`config.mk`:
```
export PLATFORM = sky130hd
export DESIGN_NAME = wide_add_seq
export DESIGN_NICKNAME = d
export VERILOG_FILES = /design/src/rtl/wide_add_seq_pkg.sv /design/src/rtl/wide_add_seq_cla.sv /design/src/rtl/wide_add_seq.sv
export SDC_FILE = /design/constraint.sdc
export NUM_CORES = 1
export LEC_CHECK = 0
export ABC_AREA = 1
export BUFFER_PORTS_ARGS = -buffer_cell sky130_fd_sc_hd__buf_4
export CAP_MARGIN = 20
export CORE_UTILIZATION = 40
export CTS_CLUSTER_SIZE = 30
export DETAILED_ROUTE_END_ITERATION = 12
export SETUP_SLACK_MARGIN = 0.05
export SLEW_MARGIN = 0
export SYNTH_ARGS = -nofsm -noshare
export SYNTH_HDL_FRONTEND = slang
export SYNTH_SLANG_ARGS = --single-unit
```
`constraint.sdc`:
```
create_clock -name clk -period 3.56 [get_ports clk]
set_input_delay 0.712 -clock clk [delete_from_list [all_inputs] [get_ports clk]]
set_output_delay 0.712 -clock clk [all_outputs]
set_load 0.01 [all_outputs]
```
`src/rtl/wide_add_seq_pkg.sv`:
```
// -----------------------------------------------------------------------------
// wide_add_seq_pkg
// Shared definitions for the slice-serial wide adder: FSM state encoding and
// the width of one adder slice.
// -----------------------------------------------------------------------------
package wide_add_seq_pkg;

   localparam int SLICE_W = 16;

   typedef enum logic [1:0] {
      IDLE = 2'd0,
      CALC = 2'd1,
      DONE = 2'd2
   } state_e;

endpackage : wide_add_seq_pkg

```
`src/rtl/wide_add_seq_cla.sv`:
```
// -----------------------------------------------------------------------------
// cla_16
// 16-bit carry-lookahead adder built from four 4-bit lookahead groups with a
// second lookahead level across the groups.
//
// Ports
//   a_i, b_i : 16-bit addends
//   c_i      : carry in
//   s_o      : 16-bit sum
//   c_o      : carry out of bit 15
// -----------------------------------------------------------------------------
module cla_16 (
   input  logic [15:0] a_i,
   input  logic [15:0] b_i,
   input  logic        c_i,
   output logic [15:0] s_o,
   output logic        c_o
);

   logic [15:0] g;
   logic [15:0] p;
   logic [15:0] c;
   logic [3:0]  gg;
   logic [3:0]  gp;
   logic [4:0]  gc;

   always_comb begin
      g  = a_i & b_i;
      p  = a_i ^ b_i;
      gg = '0;
      gp = '0;
      c  = '0;

      // Group generate/propagate for each nibble.
      for (int j = 0; j < 4; j++) begin
         gg[j] = g[4*j+3]
               | (p[4*j+3] & g[4*j+2])
               | (p[4*j+3] & p[4*j+2] & g[4*j+1])
               | (p[4*j+3] & p[4*j+2] & p[4*j+1] & g[4*j]);
         gp[j] = &p[4*j +: 4];
      end

      // Second-level lookahead: carry into each nibble from c_i directly.
      gc[0] = c_i;
      gc[1] = gg[0] | (gp[0] & c_i);
      gc[2] = gg[1] | (gp[1] & gg[0]) | (gp[1] & gp[0] & c_i);
      gc[3] = gg[2] | (gp[2] & gg[1]) | (gp[2] & gp[1] & gg[0])
            | (gp[2] & gp[1] & gp[0] & c_i);
      gc[4] = gg[3] | (gp[3] & gg[2]) | (gp[3] & gp[2] & gg[1])
            | (gp[3] & gp[2] & gp[1] & gg[0])
            | (gp[3] & gp[2] & gp[1] & gp[0] & c_i);

      // Bit carries inside each nibble, seeded by the group carry.
      for (int j = 0; j < 4; j++) begin
         c[4*j]   = gc[j];
         c[4*j+1] = g[4*j]   | (p[4*j]   & gc[j]);
         c[4*j+2] = g[4*j+1] | (p[4*j+1] & g[4*j])   | (p[4*j+1] & p[4*j] & gc[j]);
         c[4*j+3] = g[4*j+2] | (p[4*j+2] & g[4*j+1]) | (p[4*j+2] & p[4*j+1] & g[4*j])
                  | (p[4*j+2] & p[4*j+1] & p[4*j] & gc[j]);
      end
   end

   assign s_o = p ^ c;
   assign c_o = gc[4];

endmodule : cla_16

```
`src/rtl/wide_add_seq.sv`:
```
// -----------------------------------------------------------------------------
// wide_add_seq
// Slice-serial W-bit adder/subtractor (W = 16*SLICES). One request is
// captured, then a single shared 16-bit CLA processes one slice per cycle,
// LSB slice first, and the result is held until the consumer accepts it.
//
// Ports
//   clk       : clock, rising edge
//   rst_n     : synchronous active-low reset
//   in_valid  : request valid          in_ready  : block idle, accepts request
//   a, b      : W-bit operands         cin       : carry in (add mode only)
//   sub       : 1 = a - b
//   out_valid : result valid           out_ready : consumer accepts result
//   sum       : W-bit result           cout      : carry out (1 = no borrow)
//   ovf       : two's-complement signed overflow
// -----------------------------------------------------------------------------
module wide_add_seq
   import wide_add_seq_pkg::*;
#(
   parameter int SLICES = 4
) (
   input  logic                      clk,
   input  logic                      rst_n,
   input  logic                      in_valid,
   output logic                      in_ready,
   input  logic [SLICE_W*SLICES-1:0] a,
   input  logic [SLICE_W*SLICES-1:0] b,
   input  logic                      cin,
   input  logic                      sub,
   output logic                      out_valid,
   input  logic                      out_ready,
   output logic [SLICE_W*SLICES-1:0] sum,
   output logic                      cout,
   output logic                      ovf
);

   localparam int CNT_W = (SLICES > 1) ? $clog2(SLICES) : 1;

   state_e                          state_q;
   logic [CNT_W-1:0]                cnt_q;
   logic [CNT_W-1:0]                cnt_d;
   logic [SLICES-1:0][SLICE_W-1:0]  a_q;
   logic [SLICES-1:0][SLICE_W-1:0]  b_q;
   logic [SLICES-1:0][SLICE_W-1:0]  sum_q;
   logic                            carry_q;
   logic                            cout_q;
   logic                            ovf_q;

   logic [SLICE_W-1:0]              a_sl;
   logic [SLICE_W-1:0]              b_sl;
   logic [SLICE_W-1:0]              s_sl;
   logic                            c_sl;
   logic                            last_slice;

   // Operand slice selection: plain mux on the slice counter.
   assign a_sl       = a_q[cnt_q];
   assign b_sl       = b_q[cnt_q];
   assign cnt_d      = cnt_q + CNT_W'(1);
   assign last_slice = (cnt_q == CNT_W'(SLICES-1));

   cla_16 u_cla (
      .a_i (a_sl),
      .b_i (b_sl),
      .c_i (carry_q),
      .s_o (s_sl),
      .c_o (c_sl)
   );

   always_ff @(posedge clk) begin
      if (!rst_n) begin
         state_q <= IDLE;
         cnt_q   <= '0;
         a_q     <= '0;
         b_q     <= '0;
         sum_q   <= '0;
         carry_q <= 1'b0;
         cout_q  <= 1'b0;
         ovf_q   <= 1'b0;
      end else begin
         case (state_q)
            IDLE: begin
               if (in_valid) begin
                  // Subtraction is a + ~b + 1; cin is ignored in that mode.
                  a_q     <= a;
                  b_q     <= sub ? ~b : b;
                  carry_q <= sub ? 1'b1 : cin;
                  cnt_q   <= '0;
                  state_q <= CALC;
               end
            end
            CALC: begin
               sum_q[cnt_q] <= s_sl;
               carry_q      <= c_sl;
               if (last_slice) begin
                  cout_q  <= c_sl;
                  // Top-slice result is not yet in sum_q, so use s_sl directly.
                  ovf_q   <= (a_q[SLICES-1][SLICE_W-1] == b_q[SLICES-1][SLICE_W-1])
                           & (s_sl[SLICE_W-1] != a_q[SLICES-1][SLICE_W-1]);
                  state_q <= DONE;
               end else begin
                  cnt_q <= cnt_d;
               end
            end
            DONE: begin
               if (out_ready) begin
                  state_q <= IDLE;
               end
            end
            default: state_q <= IDLE;
         endcase
      end
   end

   assign in_ready  = (state_q == IDLE);
   assign out_valid = (state_q == DONE);
   assign sum       = sum_q;
   assign cout      = cout_q;
   assign ovf       = ovf_q;

endmodule : wide_add_seq

```
==> results.md, run 1 <==
- Worst R2R Setup Slack: about 0.68 ns
- WP depth: 11
- Max incr delay on CP: ~0.43 ns
- CTS clk-pin slew, worst paths: 0.07 ns
- Capture point of the critical path: sum[53]
- Syn Inst Count: 1162
- Port bufs: around 200
- DRC viols: 0
- Worst-margin pin slew: between 0.9 and 1 ns
- FP Rows: between 50 and 60
- Cell Area, Synth: slightly above 9000 um^2
- Switching power: 0.00186 W
- Max-cap violations: 0
- Post-synthesis sequential area ratio: between 40% and 50%
- Slowest CP cell: fa_1
- Chip height: between 150 and 200 um
- Period utilization: 80.9%
- Post-CTS setup buffers: 0
- Mapped Avg Cell Area: 7.85 um^2
- Kind of critical path: flip-flop to flip-flop
- DR vias/cell: 5.10
- Width of the die: around 150 um
- Synth cell types: 36
- First-pass GRT wire length: 40100 um
- Status: complete, no violations
- Routed vias: roughly 8.2k
- Worst-Skew Late Latency: between 0.4 and 0.5 ns
- Final ANT Viol Nets: 0
- Clock tree from TritonCTS: built
- Clk buf depth: 2
- # hold bufs at CTS: 0
- R2R depth: 11
- CP Cell Sequence: inv_2, buf_4, nor2_1, o22ai_1, ha_1, or2_4, nand3b_4, nand2_4, fa_1, xnor2_1, a21oi_1
- Slew HR: 35.2%
- Area growth syn-to-layout: 23.9%
- Gr usage total: between 20% and 30%
- Reg2Reg Launch Point: cnt_q[0]
- Layout cells sized above 1: about a fifth
- Diode count: 0
- Min cycle time layout: around 2.9 ns
- Worst hold path type: flip-flop to flip-flop
- Initial Util: 41.3%
- Setup-failing EPs final: 0
- Io pins: 202
- Power share of the clock group: approximately a third
- Minimum hold slack: roughly 0.47 ns
- Worst Setup Start Kind: flip-flop
- Initial antenna violation count: 0
- PD cells: about 520 nW/um^2
- Req. time, crit path: 3.85 ns
- DR pass1 iterations: 5
- Final wirelength: 25800 um
- # fillers: 2158
- Net Sw Frac: 31.6%
- Post-synth EDFFs: 0
- Clk root buf: clkbuf_16
- Commonest non-fill, non-tap cell in the layout: nor2_1
- Worst path arrival time: between 3 and 4 ns
- Pwr Total: about 0.006 W
- Die area: between 20000 and 25000 um^2
- Crit end category: flip-flop
- Slew Viols, Final: 0
- CP startpoint: cnt_q[0]
- Part of the power in combinational logic: about a quarter
- H-tree depth: 4
- Leakage: between 5 and 6 nW
- DP Wirelength: 19200 um
- Sum of buffers and inverters on the critical path: 2
- Setup TNS Final: 0 ns
- CTS buffer count: 17
- Delay-heaviest family, CP: adder cells
- Synth Register Bits: ~200
- Syn_nets: 1320
- CTS sink cnt: between 150 and 200
- RSZ-0062 raised after global routing: false
- Int Power: 0.00404 W
- Vias in the first global route: about 7.3k
- Wire per inst: 16.2 um
- Congestion Overflow GR: 0
- Largest net degree at the start of global routing: roughly 140
- Most used DFF post-synth: dfxtp_1
- Worst vdd ir: around 300 uV
- Dpl ws: approximately 0.7 ns
- Resized Gates After CTS: 0
- Worst r2r dst: sum[53]
- Yosys warnings: 0
- Most frequent cells in the layout: 258 x nor2_1, 211 x buf_4, 198 x dfxtp_1
- Final Hold Violating Endpoints: 0
- Crit-path max FO: 22
- Nets@finish: 1465
- First DRT Iteration DRCs: just under 700
- FFs w/ async S/R, synth: 0%
- Setup ws final: 0.680 ns
- Flop pwr share: a little over two fifths
- Core Footprint: 22100 um^2
- Max Clk Rate: 347 MHz
- Routability cong.: approximately 0.83
- Skew final: about 0.0096 ns
## cell type report
type / count / area [um^2] / area share [%]
multi-input cells: 810 / 4510 / 39.9
flip-flops and latches: 199 / 3990 / 35.3
repair buffers: 213 / 1620 / 14.4
clock buffers: 21 / 450 / 3.99
well taps: 280 / 350 / 3.10
inverters: 66 / 250 / 2.22
clock inverters: 11 / 123 / 1.09
## routing by layer
| metal | up-vias | track usage, % | part of all wire [%] |
|---|---|---|---|
| li1 | 4157 | - | - |
| met1 | 3710 | 33.7 | 51 |
| met2 | 278 | 31.5 | 42 |
| met3 | 15 | 3.97 | 5.9 |
| met4 | 0 | 5.24 | 1.2 |
| met5 | - | 0 | 0 |
## cells in the mapped netlist, types with 3 or more instances
library cell | number | area (um^2)
o21ai_0 | 177 | 886
xnor2_1 | 65 | 569
a31oi_1 | 3 | 18.8
nand2_2 | 10 | 62.6
nor2_1 | 258 | 968
buf_2 | 31 | 155
nand3_2 | 3 | 30.0
o22ai_1 | 30 | 188
xor2_1 | 6 | 52.6
inv_1 | 63 | 236
o21bai_1 | 29 | 218
nand2_1 | 67 | 251
a21oi_1 | 44 | 220
ha_1 | 20 | 250
fa_1 | 4 | 80.1
a211oi_1 | 63 | 473
o21a_1 | 4 | 30.0
clkbuf_1 | 50 | 188
nand3_1 | 13 | 65.1
buf_1 | 3 | 11.3
dfxtp_1 | 199 | 3980
## cell families after synthesis
group / count (synthesis) / share of synthesized area, %
xor gates and xnor gates: 73 / 7.18
buffers and inverters: 153 / 6.82
and+or+nand+nor: 359 / 16.0
adders and majority gates: 24 / 3.62
AOI/OAI and AO/OA: 354 / 22.7
DFF: 199 / 43.7
## through the flow
| stage | cells | util [%] | cell area, um^2 |
|---|---|---|---|
| 2_1_floorplan | 1162 | - | 9120 |
| 3_3_place_gp | 1568 | 48.5 | 10700 |
| 3_5_place_dp | 1568 | 48.5 | 10700 |
| 4_1_cts | 1600 | 51.1 | 11300 |
| 5_1_grt | 1600 | 51.1 | 11300 |
| 6_report | 1600 | 51.1 | 11300 |
## worst min-delay path by stage
stage | end | slack (ns) | from | cells past startpoint
floorplan | b_q[0] | 0.43 | b_q[0] | 2
global placement | sum[36] | 0.46 | sum[36] | 2
detailed placement | sum[20] | 0.46 | sum[20] | 2
CTS | sum[20] | 0.47 | sum[20] | 2
global route | a_q[49] | 0.50 | a_q[49] | 2
finish | sum[20] | 0.47 | sum[20] | 2
## power groups by stage
stage / registers (W) / clock network (W) / logic [W]
after global placement: 0.00258 / 0 / 0.00144
final: 0.00253 / 0.00191 / 0.00146
after CTS: 0.00253 / 0.00194 / 0.00146
after floorplan: 0.00254 / 0 / 0.000956
after detailed placement: 0.00258 / 0 / 0.00146
after global routing: 0.00255 / 0.00203 / 0.00161
## sequential cells by signal, summed over array words and instances (netlist names)
signal	count
sum	64
cnt_q	2
state_q	2
carry_q	1
cout	1
b_q	64
a_q	64
ovf	1
## worst min-delay path: stages (launching register included)
cell and delay (ns):
dfxtp_1 0.31, nand2_1 0.06, a21oi_1 0.05
No activity file was read; power rests on OpenSTA's default activity.
==> inputs of run 2 (changes only) <==
--- a/config.mk
+++ b/config.mk
@@ -5,7 +5,7 @@
 export SDC_FILE = /design/constraint.sdc
 export NUM_CORES = 1
 export LEC_CHECK = 0
-export ABC_AREA = 1
+export ABC_AREA = 0
 export BUFFER_PORTS_ARGS = -buffer_cell sky130_fd_sc_hd__buf_4
 export CAP_MARGIN = 20
 export CORE_UTILIZATION = 40
==> constraint.sdc (replaced) <==
create_clock -name clk -period 2.45 [get_ports clk]
set_input_delay 0.49 -clock clk [delete_from_list [all_inputs] [get_ports clk]]
set_output_delay 0.49 -clock clk [all_outputs]
set_load 0.01 [all_outputs]
==> results.md, run 2 <==
- Routability cong.: 0.828 (was 0.833)
- # fillers: 2057 (was 2158)
- Worst R2R Setup Slack: -0.58 ns (was 0.68 ns)
- Status: finished with violations (was complete, no violations)
- FFs w/ async S/R, synth: 0% (unchanged)
- Worst r2r dst: sum[57] (was sum[53])
- Width of the die: 155 um (was 153 um)
- Cell with the most instances after synthesis: nand2_1 (was nor2_1)
- PD cells: 637 nW/um^2 (was 522 nW/um^2)
- Largest net degree at the start of global routing: 65 (was 136)
- First-pass GRT wire length: 41700 um (was 40100 um)
- Wire per inst: 16.9 um (was 16.2 um)
- Routed vias: 7834 (was 8160)
- Max Clk Rate: 330 MHz (was 347 MHz)
- Yosys warnings: 0 (unchanged)
- Reg2Reg Launch Point: cnt_q[0] (unchanged)
- Core Footprint: 22800 um^2 (was 22100 um^2)
- Setup-failing EPs final: 55 (was 0)
- Mapped Avg Cell Area: 9.38 um^2 (was 7.85 um^2)
- Skew final: 0.00969 ns (was 0.00956 ns)
- DRC viols: 0 (unchanged)
- Worst-margin pin slew: 0.625 ns (was 0.972 ns)
- Syn Inst Count: 994 (was 1162)
- Post-synthesis sequential area ratio: 42.7% (was 43.7%)
- Max-cap violations: 0 (unchanged)
- Nets@finish: 1401 (was 1465)
- Synth cell count leaders: 279 x nand2_1, 199 x dfxtp_1, 92 x a21boi_0, 81 x o211a_1, 70 x xnor2_1 (was 258 x nor2_1, 199 x dfxtp_1, 177 x o21ai_0, 67 x nand2_1, 65 x xnor2_1)
- Period utilization: 124% (was 80.9%)
- Most used DFF post-synth: dfxtp_1 (unchanged)
- Crit end category: flip-flop (unchanged)
- Syn_nets: 1152 (was 1320)
- CTS buffer count: 17 (unchanged)
- Port bufs: 201 (unchanged)
- Non-filler cells, final: 1569 (was 1600)
- Violated checks: setup timing
- # hold bufs at CTS: 0 (unchanged)
- R2R depth: 13 (was 11)
- DP Wirelength: 19500 um (was 19200 um)
- Synth Register Bits: 199 (unchanged)
- RSZ-0062 raised after global routing: true (was false)
- Layout cells sized above 1: 34.6% (was 20.3%)
- Top cells by area, synth: dfxtp_1 43%, nand2_1 11%, o211a_1 8.7% (was dfxtp_1 44%, nor2_1 11%, o21ai_0 9.7%)
- Clk buf depth: 2 (unchanged)
- DR pass1 iterations: 4 (was 5)
- Min cycle time layout: 3.03 ns (was 2.88 ns)
- Slew Viols, Final: 0 (unchanged)
- Crit-path max FO: 8 (was 22)
- Setup ws final: -0.582 ns (was 0.680 ns)
- Final wirelength: 26500 um (was 25800 um)
- Worst hold path type: input pin to flip-flop (was flip-flop to flip-flop)
- Capture point of the critical path: sum[57] (was sum[53])
- Worst vdd ir: 387 uV (was 300 uV)
- Clk root buf: clkbuf_16 (unchanged)
- CTS sink cnt: 199 (unchanged)
- Commonest non-fill, non-tap cell in the layout: buf_4 (was nor2_1)
- CP startpoint: cnt_q[0] (unchanged)
- Clock tree from TritonCTS: built (unchanged)
- Req. time, crit path: 2.77 ns (was 3.85 ns)
- Top cell type's share of synthesized area: 42.7% (was 43.7%)
- Initial antenna violation count: 0 (unchanged)
- Initial Util: 40.9% (was 41.3%)
- Cell Area, Synth: 9320 um^2 (was 9120 um^2)
- Congestion Overflow GR: 0 (unchanged)
- Leakage: 5.94 nW (was 5.01 nW)
- Kind of critical path: flip-flop to flip-flop (unchanged)
- Final ANT Viol Nets: 0 (unchanged)
- Gr usage total: 22.8% (was 22.0%)
- Area growth syn-to-layout: 39.3% (was 23.9%)
- Worst Setup Start Kind: flip-flop (unchanged)
- Post-Place Cells: 1528 (was 1568)
- Dpl cell area: 12000 um^2 (was 10700 um^2)
- Io pins: 202 (unchanged)
- H-tree depth: 4 (unchanged)
- DR vias/cell: 4.99 (was 5.10)
- Worst-Skew Late Latency: 0.44 ns (about the same)
- First DRT Iteration DRCs: 500 (was 681)
- Fin area: 13000 um^2 (was 11300 um^2)
- Final Hold Violating Endpoints: 0 (unchanged)
- Diode count: 0 (unchanged)
- Vias in the first global route: 7547 (was 7336)
- Most frequent cells in the layout: 289 x buf_4, 274 x nand2_1, 197 x dfxtp_1 (was 258 x nor2_1, 211 x buf_4, 198 x dfxtp_1)
- Synth cell types: 41 (was 36)
- Post-synth top area cell: dfxtp_1 (unchanged)
- Die area: 23900 um^2 (was 23400 um^2)
- FP Rows: 55 (was 54)
- Worst path arrival time: 3.36 ns (was 3.17 ns)
- Setup TNS Final: -25.52 ns (was 0 ns)
- Slew HR: 58.3% (was 35.2%)
- CTS clk-pin slew, worst paths: 0.07 ns (about the same)
- Chip height: 155 um (was 153 um)
- Post-synth EDFFs: 0 (unchanged)
[run 2: cells by family (layout without fill, tap and decap cells)]
group                    after synthesis  after routing  synth area share, %
XOR/XNOR                              73             73                 6.94
buffers and inverters                 92            354                 3.87
multiplexers                          35             35                 8.05
AND/OR/NAND/NOR                      341            341                 14.9
adder cells (fa/ha/maj)               24             24                 3.54
AO/OA/AOI/OAI                        230            230                 19.9
flip-flops                           199            199                 42.7
[run 2: per-stage QoR]
step | util, % | setup WS, ns | total power [W] | hold slack (ns)
after CTS | 56.3 | -0.579 | 0.00827 | 0.304
final | 57.0 | -0.582 | 0.00827 | 0.312
after detailed placement | 52.6 | -0.619 | 0.00520 | 0.447
after global placement | 52.6 | -0.552 | 0.00519 | 0.447
after floorplan | - | -0.529 | 0.00446 | 0.440
after global routing | 57.0 | -0.689 | 0.00863 | 0.305
[run 2: worst min-delay path by stage]
stage                        from      end  slack [ns]  cells after the start
after global placement    sum[36]  sum[36]        0.45                      2
after CTS                    a[6]   a_q[6]        0.30                      3
after global routing         a[6]   a_q[6]        0.30                      3
after detailed placement  sum[36]  sum[36]        0.45                      2
final                        a[6]   a_q[6]        0.31                      3
after floorplan           a_q[32]  a_q[32]        0.44                      2
[run 2: repair_timing]
| action | CTS | global route |
|---|---|---|
| pin swaps | 24 | 15 |
| endpoints found under the setup margin | 59 | 59 |
| resized for setup | 50 | 25 |
| setup buffers | 5 | 4 |
[run 2: worst max-delay path: stages (launching register included)]
cell and delay [ns]:
dfxtp_4 0.37, buf_12 0.13, buf_12 0.13, mux4_2 0.55, ha_4 0.27, a21oi_4 0.17
buf_6 0.14, o221ai_4 0.11, buf_4 0.16, buf_6 0.11, fa_2 0.37, xnor2_4 0.20
nand2_1 0.07, o211a_1 0.12
[run 2: routing by layer]
layer,track usage [%],part of all wire [%],up-vias
li1,-,-,3927
met1,32.4,48,3671
met2,35.3,45,203
met3,3.70,4.4,33
met4,7.02,1.9,0
met5,0,0,-
[run 2: final cells by class]
type                            instances  area (um^2)  share of cell area, %
Tap cell                              313          392                   3.02
Inverter                               11         41.3                  0.318
Clock buffer                           23          498                   3.84
Multi-Input combinational cell        703         5390                   41.5
Clock inverter                          9          138                   1.06
Sequential cell                       199         3990                   30.7
Timing Repair Buffer                  311         2530                   19.5
[run 2: power breakdown]
group,switching [W],internal (W),total (W)
logic,0.000802,0.000905,0.00171
registers,0.000133,0.00342,0.00356
clock network,0.00125,0.00176,0.00301
==> inputs of run 3 (changes only) <==
--- a/config.mk
+++ b/config.mk
@@ -5,12 +5,15 @@
 export SDC_FILE = /design/constraint.sdc
 export NUM_CORES = 1
 export LEC_CHECK = 0
-export ABC_AREA = 0
+export ABC_AREA = 1
 export BUFFER_PORTS_ARGS = -buffer_cell sky130_fd_sc_hd__buf_4
 export CAP_MARGIN = 20
+export CELL_PAD_IN_SITES_DETAIL_PLACEMENT = 0
+export CELL_PAD_IN_SITES_GLOBAL_PLACEMENT = 1
 export CORE_UTILIZATION = 40
 export CTS_CLUSTER_SIZE = 30
 export DETAILED_ROUTE_END_ITERATION = 12
+export PLACE_DENSITY_LB_ADDON = 0.1
 export SETUP_SLACK_MARGIN = 0.05
 export SLEW_MARGIN = 0
 export SYNTH_ARGS = -nofsm -noshare
==> constraint.sdc (replaced) <==
create_clock -name clk -period 3.01 [get_ports clk]
set_input_delay 0.602 -clock clk [delete_from_list [all_inputs] [get_ports clk]]
set_output_delay 0.602 -clock clk [all_outputs]
set_load 0.01 [all_outputs]
==> results.md, run 3 (synthesized netlist as in run 1, its figures left out) <==
- Status: complete, no violations (was finished with violations)
- Non-filler cells, final: 1608 (was 1569)
- Chip height: 153 um (was 155 um)
- Worst-Skew Late Latency: 0.43 ns (was 0.44 ns)
- Core Footprint: 22100 um^2 (was 22800 um^2)
- Worst hold path type: input pin to flip-flop (unchanged)
- Wire per inst: 16.4 um (was 16.9 um)
- Crit-path max FO: 31 (was 8)
- Sum of buffers and inverters on the critical path: 1 (was 5)
- Initial Util: 41.3% (was 40.9%)
- Delay-heaviest family, CP: adder cells (was buffers and inverters)
- Req. time, crit path: 3.37 ns (was 2.77 ns)
- RSZ-0062 raised after global routing: false (was true)
- CTS buffer count: 17 (unchanged)
- CTS clk-pin slew, worst paths: 0.08 ns (was 0.07 ns)
- Clock tree from TritonCTS: built (unchanged)
- Gr usage total: 22.6% (was 22.8%)
- Clk buf depth: 2 (unchanged)
- PD cells: 612 nW/um^2 (was 637 nW/um^2)
- DR vias/cell: 5.05 (was 4.99)
- Port bufs: 201 (unchanged)
- Area growth syn-to-layout: 25.0% (was 39.3%)
- Worst-margin pin slew: 0.747 ns (was 0.625 ns)
- DR pass1 iterations: 5 (was 4)
- Worst path arrival time: 3.18 ns (was 3.36 ns)
- Skew final: 0.00968 ns (was 0.00969 ns)
- Period utilization: 93.5% (was 124%)
- Worst vdd ir: 382 uV (was 387 uV)
- Post-CTS setup buffers: 0 (was 5)
- Layout cells sized above 1: 21.0% (was 34.6%)
- Setup-failing EPs final: 0 (was 55)
- Final wirelength: 26300 um (was 26500 um)
- Kind of critical path: flip-flop to flip-flop (unchanged)
- DRC viols: 0 (unchanged)
- Setup TNS Final: 0 ns (was -25.52 ns)
- H-tree depth: 4 (unchanged)
- Post-Place Cells: 1576 (was 1528)
- First DRT Iteration DRCs: 592 (was 500)
- Slew Viols, Final: 0 (unchanged)
- Minimum hold slack: 0.422 ns (was 0.312 ns)
- Nets@finish: 1473 (was 1401)
- Min cycle time layout: 2.82 ns (was 3.03 ns)
- Most frequent CP cell: nand2_1
- Clk root buf: clkbuf_16 (unchanged)
- FP Rows: 54 (was 55)
- Diode count: 0 (unchanged)
- Worst Setup Start Kind: flip-flop (unchanged)
- Die area: 23400 um^2 (was 23900 um^2)
- Routed vias: 8120 (was 7834)
- Max-cap violations: 0 (unchanged)
- Initial antenna violation count: 0 (unchanged)
- First-pass GRT wire length: 41200 um (was 41700 um)
- Most frequent cells in the layout: 258 x nor2_1, 215 x buf_4, 198 x dfxtp_1 (was 289 x buf_4, 274 x nand2_1, 197 x dfxtp_1)
- Crit end category: flip-flop (unchanged)
- Final ANT Viol Nets: 0 (unchanged)
- CP Cell Sequence: buf_4, o21ai_0, o22ai_1, ha_1, or2_4, nand3b_4, nand2_4, nand2_1, nand2_2, fa_1, nand2_1, a21oi_1 (was buf_12, buf_12, mux4_2, ha_4, a21oi_4, buf_6, o221ai_4, buf_4, buf_6, fa_2, xnor2_4, nand2_1, o211a_1)
- Io pins: 202 (unchanged)
- Congestion Overflow GR: 0 (unchanged)
- Slowest CP cell: fa_1 (was mux4_2)
- Max Clk Rate: 355 MHz (was 330 MHz)
- Leakage: 5.06 nW (was 5.94 nW)
- CTS sink cnt: 199 (unchanged)
- Largest net degree at the start of global routing: 78 (was 65)
- DP Wirelength: 19700 um (was 19500 um)
- Final Hold Violating Endpoints: 0 (unchanged)
- Slew HR: 50.0% (was 58.3%)
- Width of the die: 153 um (was 155 um)
- Vias in the first global route: 7415 (was 7547)
- Util after Layout: 51.6% (was 57.0%)
- Commonest non-fill, non-tap cell in the layout: nor2_1 (was buf_4)
- Routability cong.: 0.842 (was 0.828)
- Max incr delay on CP: 0.62 ns (was 0.55 ns)
run 3: cell types whose count changed in the layout (fill, tap and decap cells not counted), sizes merged, moves of 81 or more:
cell,previous run,this run
a21boi,92,0
buf,311,221
nand2,279,79
nor2,20,260
o211a,81,0
o21ai,22,177
run 3: what timing repair did:
| item | CTS | global route |
|---|---|---|
| setup endpoints to repair | 0 | 17 |
| hold buffers | 0 | 0 |
| resized for setup | 0 | 2 |
run 3: layout make-up:
| type | count | area (um^2) |
|---|---|---|
| Tap cell | 280 | 350 |
| Sequential cell | 199 | 3990 |
| Fill cell | 2204 | 10700 |
| Inverter | 66 | 250 |
| Timing Repair Buffer | 221 | 1730 |
| Clock inverter | 14 | 144 |
| Multi-Input combinational cell | 810 | 4510 |
| Clock buffer | 18 | 429 |
run 3: worst min-delay path, stage by stage:
cell and delay [ns]:
buf_4 0.08, o21ai_0 0.07, nor2_1 0.07
run 3: per-stage QoR:
step                setup slack [ns]  power [W]  cell area, um^2
floorplan                      0.211    0.00414             9120
global placement               0.192    0.00482            10800
detailed placement             0.182    0.00484            10800
CTS                            0.147    0.00702            11400
global route                  0.0572    0.00734            11400
finish                         0.195    0.00698            11400
run 3: where the power goes:
part / switching [W] / total, W / internal (W)
Sequential: 0.000152 / 0.00300 / 0.00284
Clock: 0.00111 / 0.00221 / 0.00110
Combinational: 0.00107 / 0.00177 / 0.000707
run 3: final timing paths:
| path | startpoint | slack [ns] | depth (start not counted) | to |
|---|---|---|---|---|
| hold / removal | a[52] | 0.42 | 3 | a_q[52] |
| setup / recovery | cnt_q[0] | 0.19 | 12 | sum[40] |
| setup reg to reg | cnt_q[0] | 0.19 | 12 | sum[40] |
| hold reg to reg | sum[4] | 0.47 | 2 | sum[4] |
run 3: layer usage:
layer	vias to the layer above	GRT usage (%)	wire (um)
li1	4175	-	-
met3	23	3.26	1390
met1	3648	34.1	13300
met5	-	0	0
met2	274	33.2	11200
met4	0	6.30	450
